### src/rtl/video_out_pkg.sv
// Shared types and helpers for the stream-to-clocked-video output stage.
// Holds the sequencer state encoding and the raster-total arithmetic.
package video_out_pkg;

    typedef enum logic [1:0] {
        ST_IDLE      = 2'd0,
        ST_SYNC_WAIT = 2'd1,
        ST_RUN       = 2'd2
    } state_t;

    // Cycles per line or lines per frame from the four timing fields.
    function automatic int raster_total(input int active, input int fp, input int sync, input int bp);
        return active + fp + sync + bp;
    endfunction

endpackage

### src/rtl/stream_fifo.sv
// Synchronous show-ahead FIFO with flush; head entry is visible on pop_data
// whenever empty is low. Written entries become readable on the following cycle.
module stream_fifo #(
    parameter int WIDTH = 8,
    parameter int DEPTH = 16
) (
    input  logic             clk,
    input  logic             rst_n,
    input  logic             flush,
    input  logic             push,
    input  logic [WIDTH-1:0] push_data,
    input  logic             pop,
    output logic [WIDTH-1:0] pop_data,
    output logic             full,
    output logic             empty
);

    localparam int AW = $clog2(DEPTH);
    localparam logic [AW:0] FULL_COUNT = (AW+1)'(DEPTH);

    logic [WIDTH-1:0] mem_r [DEPTH];
    logic [AW-1:0]    wr_ptr_r;
    logic [AW-1:0]    rd_ptr_r;
    logic [AW:0]      count_r;
    logic             do_push_s;
    logic             do_pop_s;

    assign full      = (count_r == FULL_COUNT);
    assign empty     = (count_r == {(AW+1){1'b0}});
    assign do_push_s = push & ~full & ~flush;
    assign do_pop_s  = pop & ~empty & ~flush;
    assign pop_data  = mem_r[rd_ptr_r];

    // Storage array; not reset, contents only matter once counted in.
    always_ff @(posedge clk) begin
        if (do_push_s) begin
            mem_r[wr_ptr_r] <= push_data;
        end
    end

    // Pointers and occupancy; pointers wrap naturally since DEPTH is a power of two.
    always_ff @(posedge clk or negedge rst_n) begin
        if (!rst_n) begin
            wr_ptr_r <= {AW{1'b0}};
            rd_ptr_r <= {AW{1'b0}};
            count_r  <= {(AW+1){1'b0}};
        end else if (flush) begin
            wr_ptr_r <= {AW{1'b0}};
            rd_ptr_r <= {AW{1'b0}};
            count_r  <= {(AW+1){1'b0}};
        end else begin
            if (do_push_s) begin
                wr_ptr_r <= wr_ptr_r + 1'b1;
            end
            if (do_pop_s) begin
                rd_ptr_r <= rd_ptr_r + 1'b1;
            end
            case ({do_push_s, do_pop_s})
                2'b10:   count_r <= count_r + 1'b1;
                2'b01:   count_r <= count_r - 1'b1;
                default: count_r <= count_r;
            endcase
        end
    end

endmodule

### src/rtl/video_stream_out.sv
// Stream-to-clocked-video output: buffers {sop, pixel} in a FIFO and drives a
// programmable raster, locking to start-of-frame and re-locking after faults.
module video_stream_out
    import video_out_pkg::*;
#(
    parameter int H_ACTIVE    = 640,
    parameter int H_FP        = 16,
    parameter int H_SYNC      = 96,
    parameter int H_BP        = 48,
    parameter int V_ACTIVE    = 480,
    parameter int V_FP        = 10,
    parameter int V_SYNC      = 2,
    parameter int V_BP        = 33,
    parameter int BITS_PER_CH = 8,
    parameter int CHANNELS    = 3,
    parameter int SYNC_POL    = 0,
    parameter int FIFO_DEPTH  = 16
) (
    input  logic                            clk_clk,
    input  logic                            reset_reset_n,
    input  logic                            enable,
    input  logic [BITS_PER_CH*CHANNELS-1:0] in_data,
    input  logic                            in_sop,
    input  logic                            in_valid,
    output logic                            in_ready,
    output logic [BITS_PER_CH*CHANNELS-1:0] vid_data,
    output logic                            vid_datavalid,
    output logic                            vid_h_sync,
    output logic                            vid_v_sync,
    output logic                            vid_h,
    output logic                            vid_v,
    output logic                            underflow,
    input  logic                            underflow_clear
);

    localparam int DW      = BITS_PER_CH * CHANNELS;
    localparam int H_TOTAL = raster_total(H_ACTIVE, H_FP, H_SYNC, H_BP);
    localparam int V_TOTAL = raster_total(V_ACTIVE, V_FP, V_SYNC, V_BP);
    localparam int HW      = $clog2(H_TOTAL + 1);
    localparam int VW      = $clog2(V_TOTAL + 1);

    localparam logic [HW-1:0] H_ACT_C    = HW'(H_ACTIVE);
    localparam logic [HW-1:0] H_SYNC_BEG = HW'(H_ACTIVE + H_FP);
    localparam logic [HW-1:0] H_SYNC_FIN = HW'(H_ACTIVE + H_FP + H_SYNC);
    localparam logic [HW-1:0] H_LAST     = HW'(H_TOTAL - 1);
    localparam logic [VW-1:0] V_ACT_C    = VW'(V_ACTIVE);
    localparam logic [VW-1:0] V_SYNC_BEG = VW'(V_ACTIVE + V_FP);
    localparam logic [VW-1:0] V_SYNC_FIN = VW'(V_ACTIVE + V_FP + V_SYNC);
    localparam logic [VW-1:0] V_LAST     = VW'(V_TOTAL - 1);
    localparam logic          SYNC_ACT   = (SYNC_POL != 0);

    state_t          state_r;
    state_t          state_s;
    logic [HW-1:0]   h_cnt_r;
    logic [VW-1:0]   v_cnt_r;

    logic [DW:0]     fifo_head_s;
    logic            fifo_full_s;
    logic            fifo_empty_s;
    logic            fifo_flush_s;
    logic            fifo_push_s;
    logic            fifo_pop_s;
    logic            head_sop_s;
    logic [DW-1:0]   head_data_s;

    logic            active_s;
    logic            origin_s;
    logic            h_sync_s;
    logic            v_sync_s;
    logic            show_s;
    logic            underflow_set_s;

    logic [DW-1:0]   vid_data_r;
    logic            vid_datavalid_r;
    logic            vid_h_sync_r;
    logic            vid_v_sync_r;
    logic            vid_h_r;
    logic            vid_v_r;
    logic            underflow_r;

    assign head_sop_s   = fifo_head_s[DW];
    assign head_data_s  = fifo_head_s[DW-1:0];
    assign active_s     = (h_cnt_r < H_ACT_C) && (v_cnt_r < V_ACT_C);
    assign origin_s     = (h_cnt_r == {HW{1'b0}}) && (v_cnt_r == {VW{1'b0}});
    assign h_sync_s     = (h_cnt_r >= H_SYNC_BEG) && (h_cnt_r < H_SYNC_FIN);
    assign v_sync_s     = (v_cnt_r >= V_SYNC_BEG) && (v_cnt_r < V_SYNC_FIN);

    assign in_ready     = enable & (state_r != ST_IDLE) & ~fifo_full_s;
    assign fifo_push_s  = in_valid & in_ready;
    assign fifo_flush_s = ~enable | (state_r == ST_IDLE);

    stream_fifo #(
        .WIDTH (DW + 1),
        .DEPTH (FIFO_DEPTH)
    ) u_fifo (
        .clk       (clk_clk),
        .rst_n     (reset_reset_n),
        .flush     (fifo_flush_s),
        .push      (fifo_push_s),
        .push_data ({in_sop, in_data}),
        .pop       (fifo_pop_s),
        .pop_data  (fifo_head_s),
        .full      (fifo_full_s),
        .empty     (fifo_empty_s)
    );

    // Sequencer: frame lock, per-pixel pop decisions and fault re-lock.
    always_comb begin
        state_s         = state_r;
        fifo_pop_s      = 1'b0;
        show_s          = 1'b0;
        underflow_set_s = 1'b0;
        if (!enable) begin
            state_s = ST_IDLE;
        end else begin
            case (state_r)
                ST_IDLE: begin
                    state_s = ST_SYNC_WAIT;
                end
                ST_SYNC_WAIT: begin
                    if (fifo_empty_s) begin
                        state_s = ST_SYNC_WAIT;
                    end else if (!head_sop_s) begin
                        fifo_pop_s = 1'b1;
                    end else if (origin_s) begin
                        fifo_pop_s = 1'b1;
                        show_s     = 1'b1;
                        state_s    = ST_RUN;
                    end else begin
                        state_s = ST_SYNC_WAIT;
                    end
                end
                ST_RUN: begin
                    if (!active_s) begin
                        state_s = ST_RUN;
                    end else if (fifo_empty_s) begin
                        underflow_set_s = 1'b1;
                        state_s         = ST_SYNC_WAIT;
                    end else if (head_sop_s && !origin_s) begin
                        // Leave the early sop in place so it starts the next frame.
                        state_s = ST_SYNC_WAIT;
                    end else begin
                        fifo_pop_s = 1'b1;
                        show_s     = 1'b1;
                    end
                end
                default: begin
                    state_s = ST_IDLE;
                end
            endcase
        end
    end

    // Sequencer state register.
    always_ff @(posedge clk_clk or negedge reset_reset_n) begin
        if (!reset_reset_n) begin
            state_r <= ST_IDLE;
        end else begin
            state_r <= state_s;
        end
    end

    // Raster counters; held at the origin while idle or disabled.
    always_ff @(posedge clk_clk or negedge reset_reset_n) begin
        if (!reset_reset_n) begin
            h_cnt_r <= {HW{1'b0}};
            v_cnt_r <= {VW{1'b0}};
        end else if (!enable || (state_r == ST_IDLE)) begin
            h_cnt_r <= {HW{1'b0}};
            v_cnt_r <= {VW{1'b0}};
        end else if (h_cnt_r == H_LAST) begin
            h_cnt_r <= {HW{1'b0}};
            v_cnt_r <= (v_cnt_r == V_LAST) ? {VW{1'b0}} : v_cnt_r + 1'b1;
        end else begin
            h_cnt_r <= h_cnt_r + 1'b1;
        end
    end

    // Video output registers, one cycle behind the counters.
    always_ff @(posedge clk_clk or negedge reset_reset_n) begin
        if (!reset_reset_n) begin
            vid_data_r      <= {DW{1'b0}};
            vid_datavalid_r <= 1'b0;
            vid_h_sync_r    <= ~SYNC_ACT;
            vid_v_sync_r    <= ~SYNC_ACT;
            vid_h_r         <= 1'b0;
            vid_v_r         <= 1'b0;
        end else if (!enable) begin
            vid_data_r      <= {DW{1'b0}};
            vid_datavalid_r <= 1'b0;
            vid_h_sync_r    <= ~SYNC_ACT;
            vid_v_sync_r    <= ~SYNC_ACT;
            vid_h_r         <= 1'b0;
            vid_v_r         <= 1'b0;
        end else begin
            vid_data_r      <= show_s ? head_data_s : {DW{1'b0}};
            vid_datavalid_r <= show_s;
            vid_h_sync_r    <= h_sync_s ? SYNC_ACT : ~SYNC_ACT;
            vid_v_sync_r    <= v_sync_s ? SYNC_ACT : ~SYNC_ACT;
            vid_h_r         <= (h_cnt_r >= H_ACT_C);
            vid_v_r         <= (v_cnt_r >= V_ACT_C);
        end
    end

    // Sticky underflow flag; a new underflow outranks a simultaneous clear.
    always_ff @(posedge clk_clk or negedge reset_reset_n) begin
        if (!reset_reset_n) begin
            underflow_r <= 1'b0;
        end else if (underflow_set_s) begin
            underflow_r <= 1'b1;
        end else if (underflow_clear) begin
            underflow_r <= 1'b0;
        end else begin
            underflow_r <= underflow_r;
        end
    end

    assign vid_data      = vid_data_r;
    assign vid_datavalid = vid_datavalid_r;
    assign vid_h_sync    = vid_h_sync_r;
    assign vid_v_sync    = vid_v_sync_r;
    assign vid_h         = vid_h_r;
    assign vid_v         = vid_v_r;
    assign underflow     = underflow_r;

endmodule

### config.mk
export PLATFORM = sky130hd
export DESIGN_NAME = video_stream_out
export DESIGN_NICKNAME = d
export VERILOG_FILES = /design/src/rtl/video_out_pkg.sv /design/src/rtl/stream_fifo.sv /design/src/rtl/video_stream_out.sv
export SDC_FILE = /design/constraint.sdc
export NUM_CORES = 1
export LEC_CHECK = 0
export BUFFER_PORTS_ARGS = -buffer_cell sky130_fd_sc_hd__buf_2
export CAP_MARGIN = 5
export CORE_ASPECT_RATIO = 0.9
export CORE_MARGIN = 2
export CORE_UTILIZATION = 30
export DETAILED_ROUTE_END_ITERATION = 8
export MAX_ROUTING_LAYER = met4
export SLEW_MARGIN = 10
export SYNTH_ARGS = -nofsm -noshare
export SYNTH_HDL_FRONTEND = slang
export SYNTH_HIERARCHICAL = 1
export SYNTH_SLANG_ARGS = --single-unit
### constraint.sdc
create_clock -name clk_clk -period 4.9 [get_ports clk_clk]
set_clock_uncertainty 0.1 [all_clocks]
set_input_delay 0.245 -clock clk_clk [delete_from_list [all_inputs] [get_ports clk_clk]]
set_output_delay 0.245 -clock clk_clk [all_outputs]
set_load 0.05 [all_outputs]
### Yosys cells after proc, flatten, opt, wreduce, memory -nomap -nowiden

Memories as Yosys holds them, arrays and structs flattened.
Index checks and enable logic that the tools add are counted.

* $lt $le $gt $ge: 8
* mux-type cells: 48
* reduce and logical (&&, ||, !) cells: 19
* equal/unequal tests: 9
* bitwise gates (word level): 12
* $add $sub $neg: 6

Operators with widths (number)
* 10-bit two-way mux: 5
* 24-bit two-way mux: 2
* 1-bit two-way mux: 25
* 10-bit by 1-bit adder with 10-bit output (second input constant): 2
* 10-bit == test (second input constant): 2
* 10-bit >= comparator (second input constant): 2
* 10-bit by 9-bit >= comparator with 1-bit output (second input constant): 2
* 10-bit zero test: 2
* 10-bit < comparator (second input constant): 2
* 10-bit by 9-bit < comparator with 1-bit output (second input constant): 2
* 4-bit two-way mux: 4
* 2-bit two-way mux: 7
* 5-bit one-hot mux with 2 select lines: 1
* 2-bit nonzero test: 5
* 4-bit by 1-bit adder with 4-bit output (second input constant): 2
* 1-bit bitwise AND: 7
* 2-bit one-hot mux with 3 select lines: 1
* 5-bit by 1-bit adder with 5-bit output (second input constant): 1
* 5-bit == test (second input constant): 1
* 1-bit logical AND: 5
* 5-bit zero test: 1
* 5-bit two-way mux: 1
* 5-bit by 4-bit inequality test with 1-bit output (second input constant): 1
* 5-bit by 1-bit subtractor with 5-bit output (second input constant): 1
* other kinds (11): 18

* memories kept: 1
* register bits after elaboration: 65
* memory bits (writable): 400
* logic and storage cells: 116
* output and inout port bits: 31
* input bits: 30

Memory list
* u_fifo.mem_r: depth 16, width 25, read ports 1, clocked after Yosys merged registers in 0, wr ports 1, line stream_fifo.sv:21 `logic [WIDTH-1:0] mem_r [DEPTH];`

### Longest topological paths before layout

Gate-level depths: netlist of run 1.

* word-level depth: 14
* depth in mapped cells: 19
* gate-level depth less buffers: 17

### Modules after synthesis

Netlist of run 1, hierarchy kept.

By module, submodules not included
* stream_fifo: instances 1, area each 16258.1 µm², seq. area each 12336.8 µm², cells an instance 865
* video_stream_out: instances 1, area each 2401.1 µm², seq. area each 1303.8 µm², cells an instance 224

### Worst setup path after synthesis of run 1

No wires, ideal clock.

* path kind: register to register
* start: reg state_r[0]
* end: mem u_fifo/mem_r[1][0] (netlist bit), enable pin
* required time: 4.330 ns
* stages on the path, launching flop included: 10
* period minus slack after synthesis: 5.247 ns
* arrival time: 4.677 ns
* setup time: 0.470 ns
* slack: -0.347 ns
* path buffers: 1
* cell sequence: dfrtp_1 -> inv_1 -> ha_1 -> and2b_2 -> inv_2 -> nor2_1 -> and2_1 -> buf_2 -> o21ai_1 -> nor4_1

* elaborated cells on any way between the ends: 11
* those cells by class: mux: 2; bitwise: 7; reduce/logical: 2

RTL lines
* start: declaration: line video_stream_out.sv:52 `state_t state_r;`
* start signal: assignment: line video_stream_out.sv:159 `state_r <= state_s;`
* 2-bit zero test: line video_stream_out.sv:90 `assign fifo_flush_s = ~enable | (state_r == ST_IDLE);`
* 1-bit OR: line video_stream_out.sv:90
* via fifo_flush_s: line video_stream_out.sv:60 `logic fifo_flush_s;`
* 1-bit NOT: line stream_fifo.sv:30 `assign do_push_s = push & ~full & ~flush;`
* 1-bit bitwise AND: line stream_fifo.sv:30
* 1-bit two-way mux: line stream_fifo.sv:36 `if (do_push_s) begin`
* 1-bit two-way mux (not written as such): line stream_fifo.sv:37 `mem_r[wr_ptr_r] <= push_data;`
* end: declaration: line stream_fifo.sv:21

The timed path passes the listed nets, and every way through them passes these cells.

### Final worst setup path of run 1

* start: reg u_fifo.rd_ptr_r[0]
* end: reg u_fifo.count_r[4]

* longest elaborated chain between the ends: 12
* elaborated cells on any way between the ends: 16
* those cells by class: eq/ne: 2; mux: 9; bitwise: 2; reduce/logical: 2; memory: 1

RTL lines
* start: declaration: line stream_fifo.sv:23 `logic [AW-1:0] rd_ptr_r;`
* start signal: assignment: line stream_fifo.sv:45 `rd_ptr_r <= {AW{1'b0}};`
* start signal: assignment: line stream_fifo.sv:49 `rd_ptr_r <= {AW{1'b0}};`
* start signal: assignment: line stream_fifo.sv:56 `rd_ptr_r <= rd_ptr_r + 1'b1;`
* memory read 16 x 25 bit (*)
* via fifo_head_s[24]: line video_stream_out.sv:57 `logic [DW:0] fifo_head_s;`
* 1-bit logical AND: line video_stream_out.sv:139 `end else if (head_sop_s && !origin_s) begin`
* 1-bit two-way mux: line video_stream_out.sv:139
* 1-bit two-way mux: line video_stream_out.sv:136 `end else if (fifo_empty_s) begin`
* 1-bit two-way mux: line video_stream_out.sv:134 `if (!active_s) begin`
* 1-bit one-hot mux with 2 select lines (*): line video_stream_out.sv:116 `case (state_r)`
* 1-bit two-way mux (*): line video_stream_out.sv:113 `if (!enable) begin`
* via fifo_pop_s: line video_stream_out.sv:62 `logic fifo_pop_s;`
* 1-bit bitwise AND (*) (2 in a row): line stream_fifo.sv:31 `assign do_pop_s = pop & ~empty & ~flush;`
* 2-bit by 1-bit == test with 1-bit output / 2-bit == test (equally long branches): line stream_fifo.sv:58 `case ({do_push_s, do_pop_s})`
* 5-bit one-hot mux with 2 select lines: line stream_fifo.sv:58
* 5-bit two-way mux: line stream_fifo.sv:47 `end else if (flush) begin`
* end signal: assignment: line stream_fifo.sv:46 `count_r <= {(AW+1){1'b0}};`
* end signal: assignment: line stream_fifo.sv:59 `2'b10: count_r <= count_r + 1'b1;`
* end signal: assignment: line stream_fifo.sv:60 `2'b01: count_r <= count_r - 1'b1;`
* end: declaration: line stream_fifo.sv:24 `logic [AW:0] count_r;`

The timed path passes the listed nets; every way through them passes the cells marked *.
A chain may end at the register's enable or synchronous reset.

==> flow_summary_export.csv, run 1 <==
group,metric,value,unit
pwr,leakagePower,7.202,nW
sta,slew_headroom,32.51,%
synthesis,ys_seq_elements,465,
global_routing,grt_overflow,0,
clocking,cts_tree,"built",
detailed_routing,drc_errors,0,
floorplanning,core,61330,µm²
finish,antennaDiodeCount,0,
global_routing,grt_max_degree,58,
detailed_routing,ant_nets,0,
placement,place.gp.congestion,0.7922,
clocking,cts_resized,0,
worst_setup_path,crit_path_frequent_cell,"a21oi_1",
finish,final_nets,1257,
synthesis,synth_cell_types,61,
global_routing,grt_use_total,13.39,%
clocking,hold_buffers,30,
floorplanning,die_area,64210,µm²
hold_path,hp-class,"input port to flip-flop",
clocking,cts_buffers,48,
synthesis,synth_edf_count,400,
clocking,cts_setup_buffers,0,
synthesis,ys_seq_area_share,73.10,%
floorplanning,num_io_pins,61,
clocking,clkTransAtPathRegs,70,ps
synthesis,ys_warn_count,6,
placement,placedCellCount,1921,
detailed_routing,wire_per_inst,20.18,µm
run,drv_cap,0,
pwr,ir_drop,0.2260,mV
worst_setup_path,end_kind,"flip-flop",
pwr,total_power,8.327,mW
synthesis,yosys.area_share.adder,1.247,%
floorplanning,die_w,266.9,µm
sta,slew_viol_final,0,
finish,stdcell_count,2040,
finish,final_area,21940,µm²
pwr,powerDensity,379.6,nW/µm²
worst_setup_path,start_kind,"flip-flop",
finish,area_growth,17.58,%
clocking,ctsRootBufferMaster,"clkbuf_16",
synthesis,synth_ff_type,"edfxtp_1",
detailed_routing,drt-vias-per-instance,4.936,
floorplanning,fp.dieH,240.6,µm
clocking,clk_latency,590,ps
placement,port_buffers,60,
outcome,status,"finished clean",
global_routing,antenna_found_initial,0,
clocking,cts_sinks,465,
synthesis,synth_cells,1089,
finish,fillerInstances,5750,
clocking,clockBufferDepth,3,
worst_setup_path,max_stage_delay,550,ps
worst_setup_path,cp_max_fo,14,
detailed_routing,first_iter_violations,781,
synthesis,synthMuxAreaShare,11.98,%
floorplanning,start_util,30.42,%
sta,hold_violations,0,
global_routing,grt_pass1_wl,63.30,mm
placement,post_dp_cell_area,20080,µm²
worst_setup_path,path_class,"flip-flop to flip-flop",
sta,tightestPinTransition,1010,ps
synthesis,syn_area_per_cell,17.13,µm²
worst_setup_path,crit_chain,"mux2_2, o21ai_0, a21oi_1, a22oi_1, nand2_1, nor2_1, a31oi_4, nor3_1, buf_4, a21boi_0, nand2_1, fa_1, nand2b_1, a21oi_1, mux2i_1, a32oi_1, a21oi_1",
synthesis,async_reset_ff_share,13.98,%
worst_setup_path,cp.arrival,4580,ps
detailed_routing,dr.pass1.iters,5,
detailed_routing,wl,41.17,mm
synthesis,synth_top_family_by_area,"multiplexers",
worst_setup_path,cp_slowest_cell,"dfrtp_4",
synthesis,synth-xor-area-share,0.7980,%
sta,min_period_over_period,85.16,%
synthesis,synth_compound_area_share,5.961,%
worst_setup_path,cp.required,5310,ps
detailed_routing,num_vias,10070,
sta,rsz0062_at_grt,"no",
sta,clock.fmax,239.7,MHz
sta,setup_violations,0,
placement,dp_hpwl,23.96,mm
synthesis,synth-simple-area-share,5.150,%
finish,drive_gt1_share,22.36,%
synthesis,synth_nets,1137,
global_routing,grt_pass1_vias,10370,
clocking,h-tree-depth,2,
synthesis,syn-cell-area,18660,µm²
sta,period_minus_slack,4173,ps
floorplanning,fp-row-count,86,
[per-layer routing]
| metal | track usage (%) | up-vias | part of all wire [%] |
|---|---|---|---|
| met2 | 20.92 | 218 | 47 |
| li1 | - | 4526 | - |
| met4 | 3.524 | 0 | 2.1 |
| met1 | 17.89 | 5261 | 46 |
| met3 | 2.714 | 64 | 5.1 |
| met5 | - | - | 0 |
[worst max-delay path, delay by kind of cell (launching register included)]
family                   cells  cell delay, ps
adder cells (fa/ha/maj)      1             420
buffers and inverters        1             180
flip-flops                   1             550
multiplexers                 2             600
AND/OR/NAND/NOR              5             930
AO/OA/AOI/OAI                8            1290
[path summary, 6_finish.rpt]
| kind | startpoint | end | slack, ps | cells past startpoint |
|---|---|---|---|---|
| worst max register to register | u_fifo/rd_ptr_r[0] | u_fifo/count_r[4] | 730 | 17 |
| worst min register to register | h_cnt_r[0] | h_cnt_r[0] | 430 | 1 |
| worst max-delay path | u_fifo/rd_ptr_r[0] | u_fifo/count_r[4] | 730 | 17 |
| max in group asynchronous | reset_reset_n | u_fifo/rd_ptr_r[0] | 3690 | 3 |
| min in group asynchronous | reset_reset_n | vid_data[3] | 340 | 3 |
| worst min-delay path | in_valid | u_fifo/count_r[4] | 250 | 4 |
[logic make-up (layout without fill, tap and decap cells)]
| family | count (synthesis) | after routing |
|---|---|---|
| multiplexers | 157 | 157 |
| buffers and inverters | 70 | 229 |
| flip-flops | 465 | 465 |
| adder cells (fa/ha/maj) | 18 | 18 |
| XOR/XNOR | 17 | 17 |
| AO/OA/AOI/OAI | 170 | 170 |
| AND/OR/NAND/NOR | 192 | 192 |
[area by class of cell]
type / count / area (µm²) / area share, %
clock buffer: 63 / 1308 / 5.960
clock inverter: 26 / 251.5 / 1.146
tap: 792 / 991.0 / 4.517
inverter: 17 / 63.81 / 0.2909
timing repair buffer: 123 / 863.3 / 3.935
sequential: 465 / 13650 / 62.20
multi-input combinational: 554 / 4815 / 21.95
[flip-flops by register name (all words and copies together), names as in the netlist, 2 cells and up]
signal,cells
v_cnt_r,10
u_fifo/mem_r,400
h_cnt_r,10
u_fifo/count_r,5
u_fifo/wr_ptr_r,4
u_fifo/rd_ptr_r,4
vid_data,24
state_r,2
[layout by cell type (no fill, tap or decap), types with 3 or more instances in the layout]
cell / synthesis / layout
clkbuf_1: 27 / 10
nand4_1: 6 / 6
clkinv_2: 0 / 11
nor2_1: 45 / 37
buf_2: 16 / 59
o21ai_0: 63 / 63
nand3_1: 13 / 13
a221oi_1: 25 / 25
nor3_4: 1 / 3
ha_1: 17 / 17
edfxtp_1: 400 / 400
nor3_2: 0 / 3
buf_4: 8 / 33
xor2_1: 10 / 10
mux2i_1: 76 / 76
a22oi_1: 25 / 25
and2_1: 27 / 27
nand2b_1: 4 / 4
nor3_1: 8 / 3
o31ai_1: 4 / 4
mux2_2: 31 / 31
inv_1: 16 / 16
clkinv_4: 0 / 3
clkbuf_8: 0 / 5
nor4_2: 1 / 4
nor2_4: 0 / 8
clkinv_1: 0 / 6
and3_1: 5 / 5
bufinv_16: 0 / 3
nand2_1: 56 / 56
xnor2_1: 7 / 7
dlygate4sd3_1: 0 / 30
a21oi_1: 32 / 32
mux4_2: 50 / 50
nor2b_1: 6 / 5
or4_1: 3 / 3
dfrtp_1: 63 / 60
clkbuf_16: 0 / 48
[synth_stat cells, types with 2 or more instances]
library cell / number / area (µm²)
o211ai_1: 2 / 15.01
nor4_1: 5 / 31.28
a21o_1: 2 / 15.01
xnor2_1: 7 / 61.31
buf_2: 16 / 80.08
dfrtp_1: 63 / 1577
mux2i_1: 76 / 760.7
inv_1: 16 / 60.06
and4_1: 2 / 17.52
nand2b_1: 4 / 25.02
xor2_1: 10 / 87.58
ha_1: 17 / 212.7
and2_1: 27 / 168.9
o31ai_1: 4 / 30.03
o41ai_1: 2 / 17.52
mux2_2: 31 / 349.1
and3_1: 5 / 31.28
nor2b_1: 6 / 37.54
nor2_1: 45 / 168.9
a221oi_1: 25 / 219.0
a22oi_1: 25 / 187.7
a21oi_1: 32 / 160.2
nor3_1: 8 / 40.04
nand3_1: 13 / 65.06
mux4_2: 50 / 1126
dfstp_2: 2 / 52.55
edfxtp_1: 400 / 12010
o21ai_0: 63 / 315.3
buf_4: 8 / 60.06
nand4_1: 6 / 37.54
or4_1: 3 / 22.52
buf_6: 2 / 22.52
o22ai_1: 2 / 12.51
a21boi_0: 2 / 15.01
clkbuf_1: 27 / 101.4
nand2_1: 56 / 210.2
[stage by stage]
stage	TNS, ps	hold slack (ps)	util [%]	worst slack, ps
6_report	0	252.2	35.77	727.4
5_1_grt	0	277.3	35.77	426.4
4_1_cts	0	230.7	35.77	705.4
3_5_place_dp	0	9.583	32.74	759.6
3_3_place_gp	0	8.257	32.74	899.3
2_1_floorplan	-24620	-150.6	-	-347.0
[power by group]
part	internal [mW]	switching (mW)
logic	0.126	0.265
clock network	2.05	1.53
registers	4.33	0.0210
total	6.51	1.82
Power figures use the tool's default switching activity.
==> run 2: changes to the inputs <==
REMOVE_ABC_BUFFERS = 1   (was default)
==> run 2 against run 1 <==
Cell area hardly changed. Sequential cell count is the same. Global-route usage rose by 0.44 points. Largest cell class unchanged.
==> flow_summary_export.csv, run 2 (synthesized netlist as in run 1, its figures left out) <==
group,metric,value,unit
outcome,status,"finished clean",
worst_setup_path,cp.arrival,4560,ps
finish,area_growth,17.64,%
detailed_routing,dr.pass1.iters,6,
finish,fillerInstances,5741,
detailed_routing,first_iter_violations,987,
clocking,clkTransAtPathRegs,60,ps
worst_setup_path,path_class,"flip-flop to flip-flop",
detailed_routing,drt-vias-per-instance,4.977,
pwr,total_power,8.461,mW
global_routing,grt_pass1_wl,64.85,mm
worst_setup_path,r2r-start,"u_fifo/rd_ptr_r[2]",
clocking,h-tree-depth,2,
floorplanning,die_area,64210,µm²
sta,whs,13.91,ps
worst_setup_path,reg2reg_depth,17,
sta,tightestPinTransition,1071,ps
detailed_routing,wire_per_inst,20.77,µm
clocking,cts_sinks,465,
finish,layout_common_cells,"400 x edfxtp_1, 76 x mux2i_1, 63 x o21ai_0",
detailed_routing,ant_nets,0,
sta,rsz0062_at_grt,"no",
floorplanning,die_w,266.9,µm
global_routing,grt_max_degree,50,
finish,antennaDiodeCount,0,
floorplanning,core,61330,µm²
worst_setup_path,cp_max_fo,13,
worst_setup_path,end_kind,"flip-flop",
global_routing,grt_use_total,13.83,%
pwr,leakagePower,7.198,nW
detailed_routing,drc_errors,0,
pwr,powerDensity,385.4,nW/µm²
clocking,clk_latency,600,ps
placement,place.gp.congestion,0.7820,
finish,drive_gt1_share,21.85,%
worst_setup_path,r2r-end,"u_fifo/count_r[4]",
finish,final_common_cell,"edfxtp_1",
detailed_routing,wl,42.30,mm
finish,stdcell_count,2037,
sta,slew_viol_final,0,
sta,setup_slack,747.3,ps
sta,min_period_over_period,84.75,%
sta,setup_violations,0,
global_routing,antenna_found_initial,0,
worst_setup_path,start_kind,"flip-flop",
hold_path,hp-class,"input port to async pin",
finish,utilization,35.79,%
finish,largest_register_ffs,400,
clocking,ctsRootBufferMaster,"clkbuf_16",
sta,clock.fmax,240.8,MHz
placement,port_buffers,60,
placement,place_ws,795.5,ps
clocking,clockBufferDepth,3,
run,drv_cap,0,
worst_setup_path,rrSetupSlack,750,ps
floorplanning,fp.dieH,240.6,µm
global_routing,grt_pass1_vias,10440,
detailed_routing,num_vias,10140,
placement,dp_hpwl,24.61,mm
finish,final_nets,1254,
sta,slew_headroom,28.44,%
floorplanning,start_util,30.42,%
sta,period_minus_slack,4153,ps
floorplanning,num_io_pins,61,
worst_setup_path,cp.required,5300,ps
placement,placedCellCount,1920,
pwr,ir_drop,0.2611,mV
clocking,cts_buffers,47,
clocking,cts_tree,"built",
finish,regMostFlops,"u_fifo/mem_r",
global_routing,grt_overflow,0,
floorplanning,fp-row-count,86,
sta,hold_violations,0,
## run 2: changes by cell type in the layout (fill, tap and decap cells not counted)
cell	previous run	this run
bufinv_16	3	6
clkbuf_8	5	3
nor3_2	3	5
inv_6	0	1
clkinv_4	3	1
clkbuf_1	10	16
clkinv_1	6	5
dlygate4sd3_1	30	29
nor3_4	3	1
clkinv_2	11	5
buf_4	33	32
## run 2: area by class of cell
cell class | count | area (µm²) | area share, %
Multi-Input combinational cell | 554 | 4802 | 21.88
Timing Repair Buffer | 121 | 845.8 | 3.853
Sequential cell | 465 | 13650 | 62.17
Inverter | 17 | 63.81 | 0.2907
Clock buffer | 67 | 1303 | 5.934
Tap cell | 792 | 991.0 | 4.514
Clock inverter | 21 | 299.0 | 1.362
## run 2: metrics by stage
step	area [µm²]	setup TNS, ps
after global routing	21950	0
after floorplan	18400	-125860
after global placement	20060	0
after CTS	21950	0
final	21950	0
after detailed placement	20060	0
## run 2: worst max path at each step
stage          cells after the start                end  slack [ps]               start
2_1_floorplan                     14  u_fifo/count_r[4]       -3800  u_fifo/rd_ptr_r[0]
3_3_place_gp                      18  u_fifo/count_r[4]         930  u_fifo/rd_ptr_r[0]
3_5_place_dp                      18  u_fifo/count_r[4]         800  u_fifo/rd_ptr_r[0]
4_1_cts                           18  u_fifo/count_r[4]         770  u_fifo/rd_ptr_r[0]
5_1_grt                           18  u_fifo/count_r[4]         390  u_fifo/rd_ptr_r[0]
6_report                          17  u_fifo/count_r[4]         750  u_fifo/rd_ptr_r[2]
## run 2: what timing repair did
item	CTS	global route
setup endpoints to repair	0	0
buffers inserted	0	0
resized for setup	0	0
hold endpoints to repair	423	0
hold buffers	29	0
## run 2: routing by layer
metal	track usage, %	share of wire [%]
met2	21.20	46
met5	-	0
met4	4.239	2.4
met1	18.87	47
met3	2.377	5.0
## run 2: worst max-delay path, stage by stage, from the launching register on
cell and delay, ps:
dfrtp_1 720, nor2b_4 310, a21oi_1 110, a22oi_1 190, nand2_1 150, nor2_1 260
a31oi_4 80, nor3_1 220, buf_4 180, a21boi_0 180, buf_4 160, nand2_1 90
fa_1 400, nand2b_1 160, a21oi_1 290, mux2i_1 230, a32oi_1 70, a21oi_1 170
## run 2: where the power goes
| part | internal [mW] | leakage [nW] | total, mW | switching, mW |
|---|---|---|---|---|
| registers | 4.33 | 4.49 | 4.35 | 0.0230 |
| clock network | 2.19 | 0.774 | 3.72 | 1.53 |
| logic | 0.126 | 1.94 | 0.395 | 0.269 |
